<file path="src/rtl/n101_expl_axi_mst_pkg.sv">
// Shared types and AXI constants for the single-outstanding example AXI master.
package n101_expl_axi_mst_pkg;

    typedef enum logic [1:0] {
        IDLE = 2'd0,
        RD   = 2'd1,
        WR   = 2'd2,
        RSP  = 2'd3
    } state_t;

    localparam logic [1:0] BURST_INCR    = 2'b01;
    localparam logic [1:0] RESP_OKAY     = 2'b00;
    localparam logic [1:0] RESP_EXOKAY   = 2'b01;
    localparam logic [1:0] RESP_SLVERR   = 2'b10;
    localparam logic [1:0] RESP_DECERR   = 2'b11;
    localparam logic [3:0] CACHE_DEFAULT = 4'h0;
    localparam logic [2:0] PROT_DEFAULT  = 3'h0;
    localparam logic [1:0] LOCK_DEFAULT  = 2'h0;
    localparam logic [3:0] LEN_SINGLE    = 4'h0;

    // AxSIZE encoding: log2 of the bytes per beat.
    function automatic logic [2:0] axi_size(input int unsigned dw);
        case (dw)
            8:       return 3'b000;
            16:      return 3'b001;
            32:      return 3'b010;
            64:      return 3'b011;
            128:     return 3'b100;
            256:     return 3'b101;
            512:     return 3'b110;
            default: return 3'b111;
        endcase
    endfunction

endpackage

</file>
<file path="src/rtl/n101_expl_axi_mst_if.sv">
// Command/response and AXI bus bundle; master modport is the DUT view.
interface n101_expl_axi_mst_if #(
    parameter int unsigned AW = 32,
    parameter int unsigned DW = 32
);
    import n101_expl_axi_mst_pkg::*;

    logic          cmd_valid;
    logic          cmd_ready;
    logic          cmd_read;
    logic [AW-1:0] cmd_addr;
    logic [DW-1:0] cmd_wdata;
    logic [DW/8-1:0] cmd_wmask;
    logic          rsp_valid;
    logic          rsp_ready;
    logic [DW-1:0] rsp_rdata;
    logic          rsp_err;

    logic          axi_arvalid;
    logic          axi_arready;
    logic [AW-1:0] axi_araddr;
    logic [3:0]    axi_arcache;
    logic [2:0]    axi_arprot;
    logic [1:0]    axi_arlock;
    logic [1:0]    axi_arburst;
    logic [3:0]    axi_arlen;
    logic [2:0]    axi_arsize;
    logic          axi_rvalid;
    logic          axi_rready;
    logic [DW-1:0] axi_rdata;
    logic [1:0]    axi_rresp;
    logic          axi_rlast;

    logic          axi_awvalid;
    logic          axi_awready;
    logic [AW-1:0] axi_awaddr;
    logic [3:0]    axi_awcache;
    logic [2:0]    axi_awprot;
    logic [1:0]    axi_awlock;
    logic [1:0]    axi_awburst;
    logic [3:0]    axi_awlen;
    logic [2:0]    axi_awsize;
    logic          axi_wvalid;
    logic          axi_wready;
    logic [DW-1:0] axi_wdata;
    logic [DW/8-1:0] axi_wstrb;
    logic          axi_wlast;
    logic          axi_bvalid;
    logic          axi_bready;
    logic [1:0]    axi_bresp;

    modport master (
        input  cmd_valid, cmd_read, cmd_addr, cmd_wdata, cmd_wmask, rsp_ready,
        output cmd_ready, rsp_valid, rsp_rdata, rsp_err,
        output axi_arvalid, axi_araddr, axi_arcache, axi_arprot, axi_arlock,
               axi_arburst, axi_arlen, axi_arsize, axi_rready,
        input  axi_arready, axi_rvalid, axi_rdata, axi_rresp, axi_rlast,
        output axi_awvalid, axi_awaddr, axi_awcache, axi_awprot, axi_awlock,
               axi_awburst, axi_awlen, axi_awsize,
               axi_wvalid, axi_wdata, axi_wstrb, axi_wlast, axi_bready,
        input  axi_awready, axi_wready, axi_bvalid, axi_bresp
    );

    modport slave (
        output cmd_valid, cmd_read, cmd_addr, cmd_wdata, cmd_wmask, rsp_ready,
        input  cmd_ready, rsp_valid, rsp_rdata, rsp_err,
        input  axi_arvalid, axi_araddr, axi_arcache, axi_arprot, axi_arlock,
               axi_arburst, axi_arlen, axi_arsize, axi_rready,
        output axi_arready, axi_rvalid, axi_rdata, axi_rresp, axi_rlast,
        input  axi_awvalid, axi_awaddr, axi_awcache, axi_awprot, axi_awlock,
               axi_awburst, axi_awlen, axi_awsize,
               axi_wvalid, axi_wdata, axi_wstrb, axi_wlast, axi_bready,
        output axi_awready, axi_wready, axi_bvalid, axi_bresp
    );

endinterface

</file>
<file path="src/rtl/n101_expl_axi_mst.sv">
// Single-outstanding AXI master: one valid/ready command becomes one
// single-beat AXI read (AR+R) or write (AW+W+B), answered on the response port.
module n101_expl_axi_mst
    import n101_expl_axi_mst_pkg::*;
#(
    parameter int unsigned AW = 32,
    parameter int unsigned DW = 32
) (
    input logic                  clk,
    input logic                  rst_n,
    n101_expl_axi_mst_if.master  bus
);

    state_t          state;
    logic [AW-1:0]   addr_q;
    logic [DW-1:0]   wdata_q;
    logic [DW/8-1:0] wmask_q;
    logic [DW-1:0]   rdata_q;
    logic            err_q;
    logic            ar_done, r_done, aw_done, w_done, b_done;
    logic            arvalid_q, rready_q, awvalid_q, wvalid_q, bready_q, rsp_valid_q;
    logic            ar_hs, r_hs, aw_hs, w_hs, b_hs;

    assign ar_hs = arvalid_q & bus.axi_arready;
    assign r_hs  = rready_q  & bus.axi_rvalid;
    assign aw_hs = awvalid_q & bus.axi_awready;
    assign w_hs  = wvalid_q  & bus.axi_wready;
    assign b_hs  = bready_q  & bus.axi_bvalid;

    always_ff @(posedge clk or negedge rst_n) begin
        if (!rst_n) begin
            state       <= IDLE;
            addr_q      <= '0;
            wdata_q     <= '0;
            wmask_q     <= '0;
            rdata_q     <= '0;
            err_q       <= 1'b0;
            ar_done     <= 1'b0;
            r_done      <= 1'b0;
            aw_done     <= 1'b0;
            w_done      <= 1'b0;
            b_done      <= 1'b0;
            arvalid_q   <= 1'b0;
            rready_q    <= 1'b0;
            awvalid_q   <= 1'b0;
            wvalid_q    <= 1'b0;
            bready_q    <= 1'b0;
            rsp_valid_q <= 1'b0;
        end else begin
            case (state)
                IDLE: begin
                    if (bus.cmd_valid) begin
                        addr_q  <= bus.cmd_addr;
                        wdata_q <= bus.cmd_wdata;
                        wmask_q <= bus.cmd_wmask;
                        rdata_q <= '0;
                        err_q   <= 1'b0;
                        ar_done <= 1'b0;
                        r_done  <= 1'b0;
                        aw_done <= 1'b0;
                        w_done  <= 1'b0;
                        b_done  <= 1'b0;
                        // Ready is raised together with valid: the coupled slave
                        // only issues arready/wready when rready/bready are high.
                        if (bus.cmd_read) begin
                            state     <= RD;
                            arvalid_q <= 1'b1;
                            rready_q  <= 1'b1;
                        end else begin
                            state     <= WR;
                            awvalid_q <= 1'b1;
                            wvalid_q  <= 1'b1;
                            bready_q  <= 1'b1;
                        end
                    end
                end
                RD: begin
                    if (ar_hs) begin
                        arvalid_q <= 1'b0;
                        ar_done   <= 1'b1;
                    end
                    if (r_hs) begin
                        rdata_q <= bus.axi_rdata;
                        err_q   <= bus.axi_rresp[1];
                        r_done  <= 1'b1;
                    end
                    if ((ar_done | ar_hs) & (r_done | r_hs)) begin
                        state       <= RSP;
                        arvalid_q   <= 1'b0;
                        rready_q    <= 1'b0;
                        rsp_valid_q <= 1'b1;
                    end
                end
                WR: begin
                    if (aw_hs) begin
                        awvalid_q <= 1'b0;
                        aw_done   <= 1'b1;
                    end
                    if (w_hs) begin
                        wvalid_q <= 1'b0;
                        w_done   <= 1'b1;
                    end
                    if (b_hs) begin
                        err_q   <= bus.axi_bresp[1];
                        rdata_q <= '0;
                        b_done  <= 1'b1;
                    end
                    if ((aw_done | aw_hs) & (w_done | w_hs) & (b_done | b_hs)) begin
                        state       <= RSP;
                        awvalid_q   <= 1'b0;
                        wvalid_q    <= 1'b0;
                        bready_q    <= 1'b0;
                        rsp_valid_q <= 1'b1;
                    end
                end
                RSP: begin
                    if (bus.rsp_ready) begin
                        state       <= IDLE;
                        rsp_valid_q <= 1'b0;
                    end
                end
                default: state <= IDLE;
            endcase
        end
    end

    assign bus.cmd_ready   = (state == IDLE);
    assign bus.rsp_valid   = rsp_valid_q;
    assign bus.rsp_rdata   = rdata_q;
    assign bus.rsp_err     = err_q;

    assign bus.axi_arvalid = arvalid_q;
    assign bus.axi_araddr  = addr_q;
    assign bus.axi_arcache = CACHE_DEFAULT;
    assign bus.axi_arprot  = PROT_DEFAULT;
    assign bus.axi_arlock  = LOCK_DEFAULT;
    assign bus.axi_arburst = BURST_INCR;
    assign bus.axi_arlen   = LEN_SINGLE;
    assign bus.axi_arsize  = axi_size(DW);
    assign bus.axi_rready  = rready_q;

    assign bus.axi_awvalid = awvalid_q;
    assign bus.axi_awaddr  = addr_q;
    assign bus.axi_awcache = CACHE_DEFAULT;
    assign bus.axi_awprot  = PROT_DEFAULT;
    assign bus.axi_awlock  = LOCK_DEFAULT;
    assign bus.axi_awburst = BURST_INCR;
    assign bus.axi_awlen   = LEN_SINGLE;
    assign bus.axi_awsize  = axi_size(DW);
    assign bus.axi_wvalid  = wvalid_q;
    assign bus.axi_wdata   = wdata_q;
    assign bus.axi_wstrb   = wmask_q;
    assign bus.axi_wlast   = 1'b1;
    assign bus.axi_bready  = bready_q;

endmodule

</file>
<file path="src/flat_wrapper.sv">
// flat-port wrapper written by rule: the top's interface ports become plain ports
module n101_expl_axi_mst_flat import n101_expl_axi_mst_pkg::*;
#(
    parameter int unsigned AW = 32,
    parameter int unsigned DW = 32
)
  (clk, rst_n, bus_cmd_valid, bus_cmd_read, bus_cmd_addr, bus_cmd_wdata, bus_cmd_wmask, bus_rsp_ready, bus_cmd_ready, bus_rsp_valid, bus_rsp_rdata, bus_rsp_err, bus_axi_arvalid, bus_axi_araddr, bus_axi_arcache, bus_axi_arprot, bus_axi_arlock, bus_axi_arburst, bus_axi_arlen, bus_axi_arsize, bus_axi_rready, bus_axi_arready, bus_axi_rvalid, bus_axi_rdata, bus_axi_rresp, bus_axi_rlast, bus_axi_awvalid, bus_axi_awaddr, bus_axi_awcache, bus_axi_awprot, bus_axi_awlock, bus_axi_awburst, bus_axi_awlen, bus_axi_awsize, bus_axi_wvalid, bus_axi_wdata, bus_axi_wstrb, bus_axi_wlast, bus_axi_bready, bus_axi_awready, bus_axi_wready, bus_axi_bvalid, bus_axi_bresp);
  n101_expl_axi_mst_if #(.AW(AW), .DW(DW)) bus_i ();
  input logic clk;
  input logic rst_n;
  input wire logic [$bits(bus_i.cmd_valid)-1:0] bus_cmd_valid;
  input wire logic [$bits(bus_i.cmd_read)-1:0] bus_cmd_read;
  input wire logic [$bits(bus_i.cmd_addr)-1:0] bus_cmd_addr;
  input wire logic [$bits(bus_i.cmd_wdata)-1:0] bus_cmd_wdata;
  input wire logic [$bits(bus_i.cmd_wmask)-1:0] bus_cmd_wmask;
  input wire logic [$bits(bus_i.rsp_ready)-1:0] bus_rsp_ready;
  output wire logic [$bits(bus_i.cmd_ready)-1:0] bus_cmd_ready;
  output wire logic [$bits(bus_i.rsp_valid)-1:0] bus_rsp_valid;
  output wire logic [$bits(bus_i.rsp_rdata)-1:0] bus_rsp_rdata;
  output wire logic [$bits(bus_i.rsp_err)-1:0] bus_rsp_err;
  output wire logic [$bits(bus_i.axi_arvalid)-1:0] bus_axi_arvalid;
  output wire logic [$bits(bus_i.axi_araddr)-1:0] bus_axi_araddr;
  output wire logic [$bits(bus_i.axi_arcache)-1:0] bus_axi_arcache;
  output wire logic [$bits(bus_i.axi_arprot)-1:0] bus_axi_arprot;
  output wire logic [$bits(bus_i.axi_arlock)-1:0] bus_axi_arlock;
  output wire logic [$bits(bus_i.axi_arburst)-1:0] bus_axi_arburst;
  output wire logic [$bits(bus_i.axi_arlen)-1:0] bus_axi_arlen;
  output wire logic [$bits(bus_i.axi_arsize)-1:0] bus_axi_arsize;
  output wire logic [$bits(bus_i.axi_rready)-1:0] bus_axi_rready;
  input wire logic [$bits(bus_i.axi_arready)-1:0] bus_axi_arready;
  input wire logic [$bits(bus_i.axi_rvalid)-1:0] bus_axi_rvalid;
  input wire logic [$bits(bus_i.axi_rdata)-1:0] bus_axi_rdata;
  input wire logic [$bits(bus_i.axi_rresp)-1:0] bus_axi_rresp;
  input wire logic [$bits(bus_i.axi_rlast)-1:0] bus_axi_rlast;
  output wire logic [$bits(bus_i.axi_awvalid)-1:0] bus_axi_awvalid;
  output wire logic [$bits(bus_i.axi_awaddr)-1:0] bus_axi_awaddr;
  output wire logic [$bits(bus_i.axi_awcache)-1:0] bus_axi_awcache;
  output wire logic [$bits(bus_i.axi_awprot)-1:0] bus_axi_awprot;
  output wire logic [$bits(bus_i.axi_awlock)-1:0] bus_axi_awlock;
  output wire logic [$bits(bus_i.axi_awburst)-1:0] bus_axi_awburst;
  output wire logic [$bits(bus_i.axi_awlen)-1:0] bus_axi_awlen;
  output wire logic [$bits(bus_i.axi_awsize)-1:0] bus_axi_awsize;
  output wire logic [$bits(bus_i.axi_wvalid)-1:0] bus_axi_wvalid;
  output wire logic [$bits(bus_i.axi_wdata)-1:0] bus_axi_wdata;
  output wire logic [$bits(bus_i.axi_wstrb)-1:0] bus_axi_wstrb;
  output wire logic [$bits(bus_i.axi_wlast)-1:0] bus_axi_wlast;
  output wire logic [$bits(bus_i.axi_bready)-1:0] bus_axi_bready;
  input wire logic [$bits(bus_i.axi_awready)-1:0] bus_axi_awready;
  input wire logic [$bits(bus_i.axi_wready)-1:0] bus_axi_wready;
  input wire logic [$bits(bus_i.axi_bvalid)-1:0] bus_axi_bvalid;
  input wire logic [$bits(bus_i.axi_bresp)-1:0] bus_axi_bresp;
  assign bus_i.cmd_valid = bus_cmd_valid;
  assign bus_i.cmd_read = bus_cmd_read;
  assign bus_i.cmd_addr = bus_cmd_addr;
  assign bus_i.cmd_wdata = bus_cmd_wdata;
  assign bus_i.cmd_wmask = bus_cmd_wmask;
  assign bus_i.rsp_ready = bus_rsp_ready;
  assign bus_cmd_ready = bus_i.cmd_ready;
  assign bus_rsp_valid = bus_i.rsp_valid;
  assign bus_rsp_rdata = bus_i.rsp_rdata;
  assign bus_rsp_err = bus_i.rsp_err;
  assign bus_axi_arvalid = bus_i.axi_arvalid;
  assign bus_axi_araddr = bus_i.axi_araddr;
  assign bus_axi_arcache = bus_i.axi_arcache;
  assign bus_axi_arprot = bus_i.axi_arprot;
  assign bus_axi_arlock = bus_i.axi_arlock;
  assign bus_axi_arburst = bus_i.axi_arburst;
  assign bus_axi_arlen = bus_i.axi_arlen;
  assign bus_axi_arsize = bus_i.axi_arsize;
  assign bus_axi_rready = bus_i.axi_rready;
  assign bus_i.axi_arready = bus_axi_arready;
  assign bus_i.axi_rvalid = bus_axi_rvalid;
  assign bus_i.axi_rdata = bus_axi_rdata;
  assign bus_i.axi_rresp = bus_axi_rresp;
  assign bus_i.axi_rlast = bus_axi_rlast;
  assign bus_axi_awvalid = bus_i.axi_awvalid;
  assign bus_axi_awaddr = bus_i.axi_awaddr;
  assign bus_axi_awcache = bus_i.axi_awcache;
  assign bus_axi_awprot = bus_i.axi_awprot;
  assign bus_axi_awlock = bus_i.axi_awlock;
  assign bus_axi_awburst = bus_i.axi_awburst;
  assign bus_axi_awlen = bus_i.axi_awlen;
  assign bus_axi_awsize = bus_i.axi_awsize;
  assign bus_axi_wvalid = bus_i.axi_wvalid;
  assign bus_axi_wdata = bus_i.axi_wdata;
  assign bus_axi_wstrb = bus_i.axi_wstrb;
  assign bus_axi_wlast = bus_i.axi_wlast;
  assign bus_axi_bready = bus_i.axi_bready;
  assign bus_i.axi_awready = bus_axi_awready;
  assign bus_i.axi_wready = bus_axi_wready;
  assign bus_i.axi_bvalid = bus_axi_bvalid;
  assign bus_i.axi_bresp = bus_axi_bresp;
  n101_expl_axi_mst #(.AW(AW), .DW(DW)) u_core (.clk(clk), .rst_n(rst_n), .bus(bus_i));
endmodule
</file>
<file path="config.mk">
export PLATFORM = sky130hd
export DESIGN_NAME = n101_expl_axi_mst_flat
export DESIGN_NICKNAME = d
export VERILOG_FILES = /design/src/rtl/n101_expl_axi_mst_pkg.sv /design/src/rtl/n101_expl_axi_mst_if.sv /design/src/rtl/n101_expl_axi_mst.sv /design/src/flat_wrapper.sv
export SDC_FILE = /design/constraint.sdc
export NUM_CORES = 1
export LEC_CHECK = 0
export BUFFER_PORTS_ARGS = -buffer_cell sky130_fd_sc_hd__buf_2
export CORE_ASPECT_RATIO = 0.5
export CORE_MARGIN = 3
export CORE_UTILIZATION = 45
export DETAILED_ROUTE_END_ITERATION = 8
export PLACE_DENSITY = 0.86
export SLEW_MARGIN = 40
export SYNTH_ARGS = -nofsm -noshare
export SYNTH_HDL_FRONTEND = slang
export SYNTH_SLANG_ARGS = --single-unit
export TNS_END_PERCENT = 30
</file>
<file path="constraint.sdc">
create_clock -name clk -period 2.8 [get_ports clk]
set_clock_uncertainty 0.2 [all_clocks]
set_input_delay 0.28 -clock clk [delete_from_list [all_inputs] [get_ports clk]]
set_output_delay 0.28 -clock clk [all_outputs]
set_load 0.05 [all_outputs]
</file>
==> results.rst, run 1 <==
.. list-table::
   :header-rows: 1

   * - Metric
     - Value
   * - Via density
     - between 4 and 5
   * - Final cycle utilization of the critical path
     - 81.5%
   * - Clock insertion delay at the later pin of the skew report
     - 390 ps
   * - Chip width
     - approximately 160 microns
   * - Hold Path Stages
     - 3
   * - CP max-delay cell
     - ha_1
   * - Number of standard cells after synthesis
     - between 400 and 500
   * - Capturing element type of the critical path
     - output port
   * - Initial standard-cell utilization of the core
     - between 40% and 50%
   * - DRT Pass-1 Iters
     - 4
   * - Number of library cell types mapped by synthesis
     - 35
   * - Wire length reported by the detailed router
     - ~15 mm
   * - Row Count
     - 27
   * - CTS tree
     - yes
   * - Root cell of the clock tree
     - clkbuf_16
   * - GRT Total Usage
     - between 20% and 30%
   * - Critical register-to-register path endpoint
     - u_core.bus.rsp_rdata[6]
   * - Max_slew headroom
     - between 50% and 60%
   * - IO Port Bufs
     - approximately 250
   * - Post-synth design cell area
     - between 5000 and 6000 sq um
   * - Startpoint Class
     - flip-flop
   * - Final-layout fill cell count
     - between 700 and 800
   * - Total via count in the routed design
     - 4,391
   * - Average cell area after synthesis
     - around 12 sq um
   * - Die Span Y
     - 84.1 microns
   * - Total of max-cap violations
     - 0
   * - Worst reg2reg path depth
     - 7
   * - Number of nets still failing antenna checks after routing
     - 0
   * - Kind of cell adding the most delay to the critical path
     - buffers and inverters
   * - Setup Total Neg Slack
     - 0 ps
   * - Critical path required time
     - between 2000 and 2500 ps
   * - Number of buffers created by CTS
     - 17
   * - Share of cells above drive strength 1
     - just over 50%
   * - Seq cells post-synth
     - approximately 110
   * - Data arrival time of the critical path
     - 1800 ps
   * - Max Clock Freq
     - between 400 and 500 MHz
   * - Weighted congestion reported at the end of routability-driven placement
     - about 0.8
   * - CTS HTree Levels
     - 4
   * - Worst min-delay path class
     - in2reg
   * - Sequential cell area fraction in the yosys report
     - about 52%
   * - Final Critical Period
     - about 2300 ps
   * - Via count of the first global-routing pass
     - roughly 4,800
   * - Final setup violating endpoints
     - 0
   * - Number of DRC violations after detailed-routing iteration 0
     - 165
   * - Most common cell after layout, fill and taps aside
     - buf_2
   * - Number of clock sinks
     - 114
   * - Core region area
     - between 10,000 and 15,000 sq um
   * - Pin count of the biggest net entering global routing
     - 69
   * - Start-to-end type of the worst setup path
     - reg2out
   * - Status
     - completed
   * - Register-to-register setup slack
     - between 500 and 600 ps
   * - Die Area
     - ~14,000 sq um
   * - Nets@finish
     - 890
   * - Detailed-placement wirelength estimate
     - about 9.7 mm
   * - Endpoint of the most critical setup path
     - bus_cmd_ready
   * - Number of hold violations in the final report
     - 0
   * - Unrepaired setup endpoints after global routing
     - false
   * - Chain of cells forming the critical path
     - inv_1, ha_1, buf_2
   * - Register clock-pin slew on the reported worst setup and hold paths
     - around 50 ps
   * - Worst reg2reg path startpoint
     - u_core.state[0]
   * - Number of top-level pins
     - between 200 and 300
   * - Worst Max-Slew Pin Slew
     - roughly 630 ps
   * - Antenna violations before repair
     - 0
   * - Average wire per cell in the routed design
     - between 15 and 20 microns
   * - Critical Path Stages
     - 3
   * - CP startpoint
     - u_core.state[0]
   * - Synthesis warning total
     - 0
   * - Relative area change from synthesis to final layout
     - 47.6%
   * - Most frequent cells in the layout
     - 250 x buf_2, 114 x dfrtp_1, 101 x dlygate4sd3_1
   * - Global-route wire length before repair
     - around 24 mm
   * - Total buffers and inverters traversed by the critical path
     - 2
   * - Number of pins with negative max-slew slack in the final report
     - 0
   * - Maximum clock insertion buffer count
     - 2
   * - Total grt overflow
     - 0
   * - DRC viols
     - 0
   * - Highest cell delay on the worst timing path
     - about 490 ps
   * - Maximum fanout along the worst path
     - 12
[final cells by class]
class,count,area (sq um),share of cell area (%)
clock inverters,11,110,1.36
well taps,159,199,2.45
inverters,41,154,1.90
flip-flops and latches,114,2850,35.2
multi-input cells,236,1950,24.0
repair buffers,359,2380,29.3
clock buffers,21,470,5.80
diodes,1,2.50,0.0308
[routing by layer]
layer / vias to the layer above / GRT usage, % / wire (microns)
li1: 2043 / - / -
met3: 36 / 4.63 / 744
met2: 160 / 43.5 / 8520
met5: - / 0 / 0
met4: 0 / 9.52 / 443
met1: 2152 / 24.0 / 5580
[kinds of logic (layout without fill, tap and decap cells)]
group / after synthesis / after routing / synth area share [%]
flip-flops: 114 / 114 / 51.9
AO/OA/AOI/OAI: 66 / 66 / 8.81
other: 2 / 38 / 0.137
AND/OR/NAND/NOR: 54 / 54 / 7.83
adder cells (fa/ha/maj): 6 / 6 / 1.37
multiplexers: 73 / 73 / 14.8
buffers and inverters: 131 / 432 / 15.1
[worst min-delay path by stage]
stage,from,to,slack [ps]
floorplan,rst_n,u_core.ar_done,-220
global placement,rst_n,u_core.bus.rsp_rdata[28],240
detailed placement,rst_n,u_core.bus.rsp_rdata[28],120
CTS,bus_axi_bvalid,u_core.b_done,3
global route,bus_axi_bvalid,u_core.b_done,20
finish,bus_axi_bvalid,u_core.b_done,20
[cell usage after synthesis, drive strengths merged]
cell,number,share of area (%)
dfrtp,114,52
buf,89,12
mux2,68,14
o21ai,46,6.2
inv,41,2.8
nand3,33,5.5
nand2,9,0.66
a21oi,8,0.73
ha,6,1.4
mux2i,5,0.91
a31oi,4,0.46
nor2b,4,0.46
and4bb,3,0.75
a21bo,2,0.48
a22o,2,0.32
conb,2,0.14
nand2b,2,0.23
a2bb2oi,1,0.16
a32o,1,0.18
a41oi,1,0.16
clkbuf,1,0.068
nor2,1,0.068
nor3,1,0.091
o2bb2ai,1,0.16
or3,1,0.11
[worst register-to-register path: stages, from the launching register on]
cell      delay [ps]
dfrtp_1          400
inv_1            110
ha_1             390
nor2b_1          220
and4bb_4         390
buf_12           230
nand3_1          130
o21ai_1          110
[per-stage QoR]
| step | hold slack, ps | area, sq um | util (%) | worst slack, ps | std cells |
|---|---|---|---|---|---|
| after floorplan | -216 | 5630 | - | 493 | 481 |
| after global routing | 21.6 | 8110 | 70.8 | 387 | 941 |
| after global placement | 239 | 6510 | 56.9 | 667 | 808 |
| final | 18.6 | 8110 | 70.8 | 518 | 942 |
| after CTS | 3.24 | 8110 | 70.8 | 532 | 941 |
| after detailed placement | 123 | 6520 | 56.9 | 589 | 808 |
[sequential cells by signal, summed over array words and instances (netlist names), 2 cells and up]
signal / count
u_core.bus.axi_araddr: 32
u_core.bus.axi_wdata: 32
u_core.bus.rsp_rdata: 32
u_core.bus.axi_wstrb: 4
u_core.state: 2
[what timing repair did]
item	in CTS	in global routing
resized for setup	0	0
buffers inserted	0	0
endpoints found under the hold margin	164	0
endpoints found under the setup margin	0	0
hold buffers	101	0
Power of run 1 is not shown: default switching activity piles up to over one toggle a cycle in this logic, so the estimate is an artifact.
==> run 2, diff against run 1 <==
==> constraint.sdc (replaced) <==
create_clock -name clk -period 2.1 [get_ports clk]
set_clock_uncertainty 0.2 [all_clocks]
set_input_delay 0.21 -clock clk [delete_from_list [all_inputs] [get_ports clk]]
set_output_delay 0.21 -clock clk [all_outputs]
set_load 0.05 [all_outputs]
==> run 2 against run 1 <==
Net effect: count of clock-buffer cells in the layout is 1 higher; cell area grew 1.6%; sequential share of layout area fell by 0.56 points; non-clock buffer count rose by 13; global-route usage is 0.39 points lower; core utilization grew 1.1 points; first-iteration DRC count increased by 31%; cell count increased by 0.96%; hold slack improved by 41 ps; sequential cell count did not move; largest cell class unchanged.
==> results.rst, run 2 (synthesis results as in run 1) <==
.. list-table::
   :header-rows: 1

   * - Metric
     - Value
   * - Worst reg2reg path depth
     - 7 (unchanged)
   * - Max Clock Freq
     - a little under 500 MHz
   * - Pin count of the biggest net entering global routing
     - 66 (-4.3%)
   * - Die Span Y
     - 84.1 microns (unchanged)
   * - Root cell of the clock tree
     - clkbuf_16
   * - DRC viols
     - 0 (unchanged)
   * - Antenna violations before repair
     - 0 (unchanged)
   * - Most common cell after layout, fill and taps aside
     - buf_2
   * - Data arrival time of the critical path
     - 2100 ps (+300 ps)
   * - Capturing element type of the critical path
     - flip-flop
   * - Register clock-pin slew on the reported worst setup and hold paths
     - 50 ps (about the same)
   * - Chip width
     - 162 microns (unchanged)
   * - Count of placed standard cells including taps
     - 811 (+0.37%)
   * - Pre-CTS setup slack
     - -32.1 ps (-621 ps)
   * - Maximum fanout along the worst path
     - 16 (+4)
   * - Critical path required time
     - 2170 ps (-150 ps)
   * - Number of DRC violations after detailed-routing iteration 0
     - 216 (+31%)
   * - Number of clock sinks
     - 114 (unchanged)
   * - Total of max-cap violations
     - 0 (unchanged)
   * - Status
     - completed
   * - Number of top-level pins
     - 292 (unchanged)
   * - Share of cells above drive strength 1
     - 51.4% (+0.24 points)
   * - CTS tree
     - yes
   * - Core region area
     - 11,500 sq um (unchanged)
   * - Global-route wire length before repair
     - 24.1 mm (-1.3%)
   * - Number of hold violations in the final report
     - 0 (unchanged)
   * - Via density
     - 4.73 (+1.6%)
   * - Number of nets still failing antenna checks after routing
     - 0 (unchanged)
   * - Final cycle utilization of the critical path
     - 96.6%
   * - Wire length reported by the detailed router
     - 15.7 mm (+2.8%)
   * - Weighted congestion reported at the end of routability-driven placement
     - 0.815 (+1.6%)
   * - Start-to-end type of the worst setup path
     - reg2reg
   * - Total grt overflow
     - 0 (unchanged)
   * - Row Count
     - 27 (unchanged)
   * - Via count of the first global-routing pass
     - 4,813 (-0.52%)
   * - Detailed-placement wirelength estimate
     - 9.74 mm (+0.38%)
   * - Final design instance area without fill
     - 8240 sq um (+1.6%)
   * - Number of inserted diodes
     - 0 (-1)
   * - Setup slack after layout
     - 71.0 ps (-447 ps)
   * - Relative area change from synthesis to final layout
     - 50.0%
   * - Nets@finish
     - 903 (+1.5%)
   * - Area after detailed placement
     - 6560 sq um (+0.67%)
   * - GRT Total Usage
     - 22.2% (-0.39 points)
   * - Initial standard-cell utilization of the core
     - 48.0% (unchanged)
   * - CTS HTree Levels
     - 4 (unchanged)
   * - Non-filler instance count after layout
     - 951 (+0.96%)
   * - Clock insertion delay at the later pin of the skew report
     - 390 ps (about the same)
   * - Final Critical Period
     - approximately 2000 ps
   * - Most frequent cells in the layout
     - 250 x buf_2, 114 x dfrtp_1, 108 x dlygate4sd3_1
   * - Maximum clock insertion buffer count
     - 2 (unchanged)
   * - Worst min-delay path class
     - in2async
   * - Critical register-to-register path endpoint
     - u_core.bus.rsp_rdata[6]
   * - Die Area
     - 13,700 sq um (unchanged)
   * - Startpoint Class
     - flip-flop
   * - IO Port Bufs
     - 251 (unchanged)
   * - Worst reg2reg path startpoint
     - u_core.state[1]
   * - Unrepaired setup endpoints after global routing
     - true
   * - Final-layout fill cell count
     - 733 (-5.7%)
   * - CP startpoint
     - u_core.state[1]
   * - Total via count in the routed design
     - 4,502 (+2.5%)
   * - Final setup violating endpoints
     - 0 (unchanged)
   * - Setup Total Neg Slack
     - 0 ps (unchanged)
   * - Number of buffers created by CTS
     - 17 (unchanged)
   * - DRT Pass-1 Iters
     - 4 (unchanged)
   * - Register-to-register setup slack
     - 70 ps (-470 ps)
   * - Average wire per cell in the routed design
     - 16.5 microns (+1.9%)
   * - Number of pins with negative max-slew slack in the final report
     - 0 (unchanged)
-- run 2: cell types whose count changed in the layout (fill, tap and decap cells not counted), moves of 2 or more --
cell / delta
clkbuf_16: +2
ha_1: -2
bufinv_16: -2
clkinvlp_4: -2
dlygate4sd3_1: +7
ha_4: +2
buf_4: +3
-- run 2: worst max-delay path by stage --
stage	endpoint	cells past startpoint
after floorplan	u_core.bus.axi_araddr[0]	7
after global placement	u_core.bus.rsp_rdata[31]	7
after detailed placement	u_core.bus.rsp_rdata[30]	7
after CTS	u_core.bus.rsp_rdata[30]	7
after global routing	u_core.bus.rsp_rdata[6]	7
final	u_core.bus.rsp_rdata[6]	7
-- run 2: worst max-delay path, cell delays in order (launching register included) --
cell and delay (ps):
dfrtp_1 410, inv_1 160, ha_2 260, a21bo_2 270, and4bb_4 260, buf_12 170
nand3_1 100, o21ai_1 70
-- run 2: repair_timing --
action,in CTS,in global routing
endpoints found under the setup margin,27,40
pin swaps,0,1
cloned,0,2
setup buffers,0,1
hold buffers,108,0
endpoints found under the hold margin,222,0
resized for setup,2,3
-- run 2: stage by stage --
| stage | util [%] | hold slack (ps) |
|---|---|---|
| 3_5_place_dp | 57.3 | -74.3 |
| 4_1_cts | 71.3 | 37.9 |
| 2_1_floorplan | - | -286 |
| 5_1_grt | 72.0 | 60.4 |
| 3_3_place_gp | 57.3 | -74.5 |
| 6_report | 72.0 | 60.0 |
-- run 2: layout make-up --
class | count | area (sq um) | area share [%]
flip-flops and latches | 114 | 2850 | 34.6
clock inverters | 7 | 35.0 | 0.425
multi-input cells | 236 | 1980 | 24.0
clock buffers | 22 | 484 | 5.88
repair buffers | 372 | 2540 | 30.8
well taps | 159 | 199 | 2.41
inverters | 41 | 154 | 1.87
-- run 2: metal layers --
layer / GRT usage (%) / part of all wire, % / vias to the layer above
met4: 9.60 / 3.0 / 0
met5: 0 / 0 / -
li1: - / - / 2062
met3: 4.68 / 4.9 / 40
met1: 23.5 / 37 / 2219
met2: 42.6 / 55 / 181
Power of run 2 is left out for the same reason.
